===== config.mk =====
export PLATFORM = sky130hd
export DESIGN_NAME = grf_writeback
export DESIGN_NICKNAME = d
export VERILOG_FILES = /design/src/rtl/grf_writeback_pkg.sv /design/src/rtl/grf_wdec.sv /design/src/rtl/grf_writeback.sv
export SDC_FILE = /design/constraint.sdc
export NUM_CORES = 2
export LEC_CHECK = 0
export CAP_MARGIN = 20
export CORE_MARGIN = 4
export CORE_UTILIZATION = 40
export DETAILED_ROUTE_END_ITERATION = 16
export HOLD_SLACK_MARGIN = 0.03
export SYNTH_ARGS = -nofsm -noshare
export SYNTH_HDL_FRONTEND = slang
export SYNTH_HIERARCHICAL = 1
export SYNTH_SLANG_ARGS = --single-unit

===== constraint.sdc =====
create_clock -name clk -period 4 [get_ports clk]
set_clock_uncertainty 0.1 [all_clocks]
set_input_delay 0.6 -clock clk [delete_from_list [all_inputs] [get_ports clk]]
set_output_delay 0.6 -clock clk [all_outputs]
set_load 0.02 [all_outputs]

===== src/rtl/grf_writeback_pkg.sv =====
// Shared constants for the general register file writeback slice.
package grf_writeback_pkg;

  localparam logic [4:0] REG_ZERO   = 5'd0;
  localparam int         NREG       = 32;
  localparam int         AW         = 5;
  localparam int         DW_DEFAULT = 32;

endpackage


===== src/rtl/grf_wdec.sv =====
// One-hot write-address decoder; r0 is hardwired, so its select line never fires.
import grf_writeback_pkg::*;

module grf_wdec (
  input  logic          en,
  input  logic [AW-1:0] addr,
  output logic [NREG-1:0] onehot
);

  always_comb begin
    onehot = '0;
    if (en) onehot[addr] = 1'b1;
    onehot[REG_ZERO] = 1'b0;
  end

endmodule


===== src/rtl/grf_writeback.sv =====
// Two-read/one-write register file with optional write bypass, write trace and commit counter.
import grf_writeback_pkg::*;

module grf_writeback #(
  parameter int BYPASS = 1,
  parameter int DW     = DW_DEFAULT
) (
  input  logic          clk,
  input  logic          reset_n,
  input  logic [AW-1:0] ra1,
  input  logic [AW-1:0] ra2,
  output logic [DW-1:0] rd1,
  output logic [DW-1:0] rd2,
  input  logic          we,
  input  logic [AW-1:0] wa,
  input  logic [DW-1:0] wd,
  input  logic [31:0]   pc,
  output logic          trace_valid,
  output logic [31:0]   trace_pc,
  output logic [AW-1:0] trace_addr,
  output logic [DW-1:0] trace_data,
  output logic [15:0]   wr_count
);

  logic [NREG-1:0] wsel;
  logic            commit;
  logic [DW-1:0]   regs [1:NREG-1];

  grf_wdec u_wdec (
    .en     (we),
    .addr   (wa),
    .onehot (wsel)
  );

  // A write to r0 decodes to no select line, so it never commits.
  assign commit = |wsel;

  always_ff @(posedge clk or negedge reset_n) begin
    if (!reset_n) begin
      for (int i = 1; i < NREG; i++) regs[i] <= '0;
    end else begin
      for (int i = 1; i < NREG; i++)
        if (wsel[i]) regs[i] <= wd;
    end
  end

  always_comb begin
    rd1 = '0;
    rd2 = '0;
    if (ra1 != REG_ZERO) rd1 = regs[ra1];
    if (ra2 != REG_ZERO) rd2 = regs[ra2];
    if (BYPASS != 0) begin
      if (wsel[ra1]) rd1 = wd;
      if (wsel[ra2]) rd2 = wd;
    end
  end

  // Trace payload only loads on a commit so it holds between pulses.
  always_ff @(posedge clk or negedge reset_n) begin
    if (!reset_n) begin
      trace_valid <= 1'b0;
      trace_pc    <= '0;
      trace_addr  <= '0;
      trace_data  <= '0;
      wr_count    <= '0;
    end else begin
      trace_valid <= commit;
      if (commit) begin
        trace_pc   <= pc;
        trace_addr <= wa;
        trace_data <= wd;
        wr_count   <= wr_count + 16'd1;
      end
    end
  end

endmodule

Word-level counts from Yosys, hierarchy flattened
Index checks and enable logic that the tools add are counted.
- register bits: 1078
- output and inout bits: 150
- logic and storage cells: 66
- order comparisons: 6
- mux-type cells: 17
- $add $sub $neg: 1
- reduce and logical (&&, ||, !) cells: 4
- bitwise operators: 2
- operators by type and width (kind ; number):
    binary-select mux 32 bit (select 5 bit) ; 2
    2-to-1 mux 32 bit ; 9
    OR reduction 31 bit ; 1
    < comparator 5 x 6 -> 1 bit, second input constant ; 3
    adder 16 x 1 -> 16 bit, second input constant ; 1
    >= comparator 6 bit, second input constant ; 2
    NOT 5 -> 6 bit ; 2
    binary-select mux 1 bit (select 5 bit) ; 2
    nonzero test 5 bit ; 2
    demux 1 bit (select 5 bit) ; 1
    >= comparator 5 x 1 -> 1 bit, second input constant ; 1
    2-to-1 mux 1 bit ; 3
    logical AND 1 bit ; 1

Longest topological paths before layout
- depth in word-level cells: 8
- gate-level depth with buffers: 11
- mapped depth without buffers: 8

Hierarchy
Netlist, hierarchy kept.
- by module, submodules not included (module ; cells an instance ; area each (sq um) ; times used):
    grf_writeback ; 4180 ; 58043.2 ; 1
    grf_wdec ; 48 ; 237.7 ; 1

Worst setup path after synthesis
Ideal clock, no wire load.
- path type: input port to output port
- start point: input wa[0]
- end point: output rd1[26]
- cell stages on the path: 10
- required time: 3.300 ns
- path buffers: 3
- arrival: 2.812 ns
- path slack: 0.488 ns
- cell sequence: nand2b_1 -> clkbuf_1 -> nor2_1 -> clkbuf_1 -> mux4_2 -> mux2i_1 -> o22a_1 -> o31ai_4 -> buf_2 -> o32ai_1
- word-level cells in the longest chain between the ends: 8
- elaborated cells on any way between the ends: 9
- ends and longest elaborated chain (what ; line ; RTL):
    start, declared ; grf_writeback.sv:15 ; input logic [AW-1:0] wa,
    < comparator 5 x 6 -> 1 bit (implied by the code) or >= comparator 5 x 1 -> 1 bit (tied branches) ; grf_wdec.sv:12 ; if (en) onehot[addr] = 1'b1;
    logical AND 1 bit (implied by the code) ; grf_wdec.sv:12 ;
    2-to-1 mux 1 bit (implied by the code) ; grf_wdec.sv:12 ;
    demux 1 bit (select 5 bit) * ; n/a ;
    2-to-1 mux 32 bit * ; grf_wdec.sv:12 ;
    via wsel[22] ; grf_writeback.sv:25 ; logic [NREG-1:0] wsel;
    binary-select mux 1 bit (select 5 bit) * ; grf_writeback.sv:53 ; if (wsel[ra1]) rd1 = wd;
    2-to-1 mux 1 bit (implied by the code) * ; grf_writeback.sv:53 ;
    2-to-1 mux 32 bit * ; grf_writeback.sv:53 ;
    end, declared ; grf_writeback.sv:12 ; output logic [DW-1:0] rd1,
The timed path passes the listed nets; every way through them passes the cells marked *. The select of a mux whose other input is x is not followed.

Worst setup path in the final report
- start point: input wa[4]
- end point: output rd2[24]
- word-level cells in the longest chain between the ends: 8
- elaborated cells on any way between the ends: 9
- ends and longest elaborated chain (what ; line ; RTL):
    < comparator 5 x 6 -> 1 bit (implied by the code) or >= comparator 5 x 1 -> 1 bit (tied branches) ; grf_wdec.sv:12 ;
    logical AND 1 bit (implied by the code) ; grf_wdec.sv:12 ;
    2-to-1 mux 1 bit (implied by the code) ; grf_wdec.sv:12 ;
    demux 1 bit (select 5 bit) * ; n/a ;
    2-to-1 mux 32 bit * ; grf_wdec.sv:12 ;
    via wsel[24] ; grf_writeback.sv:25 ;
    binary-select mux 1 bit (select 5 bit) * ; grf_writeback.sv:54 ; if (wsel[ra2]) rd2 = wd;
    2-to-1 mux 1 bit (implied by the code) * ; grf_writeback.sv:54 ;
    2-to-1 mux 32 bit * ; grf_writeback.sv:54 ;
    end, declared ; grf_writeback.sv:13 ; output logic [DW-1:0] rd2,
Marked as above.

==> results.md <==
* Wirelength per Cell at 31.4 um
* Nets at 4,603
* Synth Flop Type: dfrtp_1
* Pre-antenna DRT Iters at 6
* Worst slew margin at 27.7%
* Final Max Tran Viols at 0
* Netlist Area Pre-Place at 58,300 sq um
* Initial antenna violation count at 4
* Die Height at 390 um
* Max_cap viols at 0
* Worst Hold Endpoint: trace_addr[0]
* Status: finished clean
* Routability cong. at 0.842
* Clock-pin slew on the worst setup and hold paths at 0.06 ns
* Slew @ Worst Pin at 1.09 ns
* Via count at 40,900
* P&R area growth vs syn at 19.1%
* Detailed Place HPWL at 126 mm
* Vias per Instance at 6.27
* Syn avg cell area at 13.8 sq um
* CP Max Fanout at 8
* VDD IR max at 0.000356 V
* Setup-failing EPs final at 0
* Worst Path Required at 3.30 ns
* Clock buffer depth at 3
* Root Driver: clkbuf_16
* RR Startpoint: wr_count[3]
* Max Fclk at 0.253 GHz
* Setup TNS at 0 ns
* Detailed-route DRC error count at 0
* Layout cells sized above 1 at 49.7%
* Most frequent cells in the layout: 1,185 x mux2_2, 1,078 x dfrtp_1, 331 x buf_4
* Final wirelength at 205 mm
* Async S/R FF share, synth at 100%
* RSZ-0062 raised after global routing: yes
* Hold Crit Depth at 3
* Netlist cell types at 60
* Pleak at 29.7 nW
* GRT overflow at 0
* Commonest non-fill, non-tap cell in the layout: mux2_2
* Power per Cell Area at 488 nW/um^2
* Final-report hold violation count at 0
* 1st-iter DRT viols at 4,014
* Initial Util at 40.4%
* Fin crit period at 3.95 ns
* Sink Count at 1,078
* Tcrit/Tclk final at 98.8%
* H-Tree Depth at 3
* Vias in the first global route at 41,800
* YS warnings at 6
* Worst Reg-to-Reg Cells at 5
* Number of buffers created by CTS at 121
* Worst skew pair latency at 0.75 ns
* Largest net degree at the start of global routing at 102
* Crit. End Element: output pin
* R2R setup slack at 2.30 ns
* Mapped Nets at 4,311
* Die area at 152,000 sq um
* CTS tree: done
* Width of the die at 390 um
* Hold Path Class: input pin to flip-flop
* IO buf count at 231
* Reg-to-reg endpoint: wr_count[15]
* Routed Antenna Nets at 0
* Placement Rows at 139
* Core ar. at 144,000 sq um
* Hold path start: wa[0]
* Post-synth EDFFs at 0
* Seq/Total Area, Yosys at 46.3%
* CP startpoint kind: input pin
* Post-synthesis register bit count at 1,078
* Critical path class: input pin to output pin
* Syn Inst Count at 4,228
* WHS at 0.287 ns
* Global-route wire length before repair at 297 mm
* I/O pin count at 232
* GRT Util Overall at 26.6%
* Arrival time worst endpoint at 3.25 ns
[per-layer routing]
| layer | vias to the layer above | global-route usage (%) | share of wire (%) |
|---|---|---|---|
| met2 | 1691 | 41.0 | 45 |
| met3 | 398 | 6.14 | 8.6 |
| met1 | 22100 | 37.0 | 42 |
| met4 | 4 | 9.49 | 3.7 |
| li1 | 16800 | - | - |
| met5 | - | 0 | 0.014 |
[worst max-delay path, cell delays in order]
cell and delay (ns):
clkdlybuf4s15_1 0.19, buf_6 0.14, buf_4 0.16, nand4b_1 0.16, buf_12 0.15, nor2_4 0.04, mux4_2 0.44, mux2i_1 0.20
o22a_1 0.20, buf_4 0.13, o31ai_4 0.07, buf_6 0.14, buf_4 0.13, buf_8 0.14, o22ai_1 0.14, buf_2 0.19
[sequential cells by signal, indices dropped and copies added, names as in the netlist]
name	cells
regs	992
trace_data	32
trace_pc	32
wr_count	16
trace_addr	5
trace_valid	1
[synth_stat cells, types with 18 or more instances]
master,n,share of area [%]
nor2_1,52,0.33
o21ai_0,49,0.42
buf_6,19,0.37
a221oi_1,34,0.51
mux2_2,1185,23
inv_1,35,0.23
nor2b_1,41,0.44
nand2b_1,22,0.24
a22oi_1,101,1.3
nand2_1,121,0.78
buf_4,38,0.49
clkbuf_1,249,1.6
buf_1,79,0.51
a211oi_1,18,0.23
mux4_2,330,13
dfrtp_1,1078,46
a21oi_1,129,1.1
o221ai_1,61,0.92
buf_2,82,0.70
mux2i_1,242,4.2
o22ai_1,49,0.53
[metrics by stage]
stage	cells	setup WS, ns	area [sq um]	util, %	power [mW]
2_1_floorplan	4228	0.488	58300	-	19.6
4_1_cts	6523	0.0112	69300	48.1	34.0
6_report	6526	0.0489	69400	48.1	33.8
5_1_grt	6524	-0.0180	69400	48.1	35.3
3_3_place_gp	6277	-0.577	65000	45.1	22.3
3_5_place_dp	6277	-0.601	65000	45.1	22.6
[timing repair]
action | CTS | global route
hold buffers | 1 | 0
buffers inserted | 19 | 3
pin swaps | 11 | 13
resized for setup | 239 | 42
endpoints found under the hold margin | 39 | 0
gates cloned | 3 | 0
endpoints found under the setup margin | 64 | 56
[cells by family (layout without fill, tap and decap cells)]
kind of cell	after synthesis	after routing	share of synthesized area, %
xor gates and xnor gates	15	15	0.225
buffers and inverters	513	906	4.10
and+or+nand+nor	281	281	2.31
AOI/OAI and AO/OA	578	578	7.17
muxes	1761	1761	39.9
adders and majority gates	1	1	0.0215
other	1	3	0.00643
DFF	1078	1078	46.3
[worst max path at each step]
stage	slack, ns	end	depth (start not counted)	from
2_1_floorplan	0.49	rd1[26]	10	wa[0]
3_3_place_gp	-0.58	rd2[26]	13	wa[4]
3_5_place_dp	-0.60	rd1[14]	12	wa[1]
4_1_cts	0.01	rd2[3]	15	wa[3]
5_1_grt	-0.02	rd2[27]	14	wa[3]
6_report	0.05	rd2[24]	16	wa[4]
[area by class of cell]
| class | count | area [sq um] |
|---|---|---|
| flip-flops and latches | 1078 | 27000 |
| diodes | 2 | 5.00 |
| inverters | 37 | 143 |
| repair buffers | 645 | 6360 |
| multi-input cells | 2637 | 29500 |
| clock inverters | 37 | 363 |
| fillers | 12600 | 74800 |
| well taps | 1903 | 2380 |
| clock buffers | 187 | 3670 |
[where the power goes]
group / internal, mW / switching [mW]
registers: 13.0 / 1.54
clock network: 6.60 / 4.73
logic: 4.46 / 3.47
total: 24.1 / 9.74
Note: power is estimated with default switching activity, not from simulation.
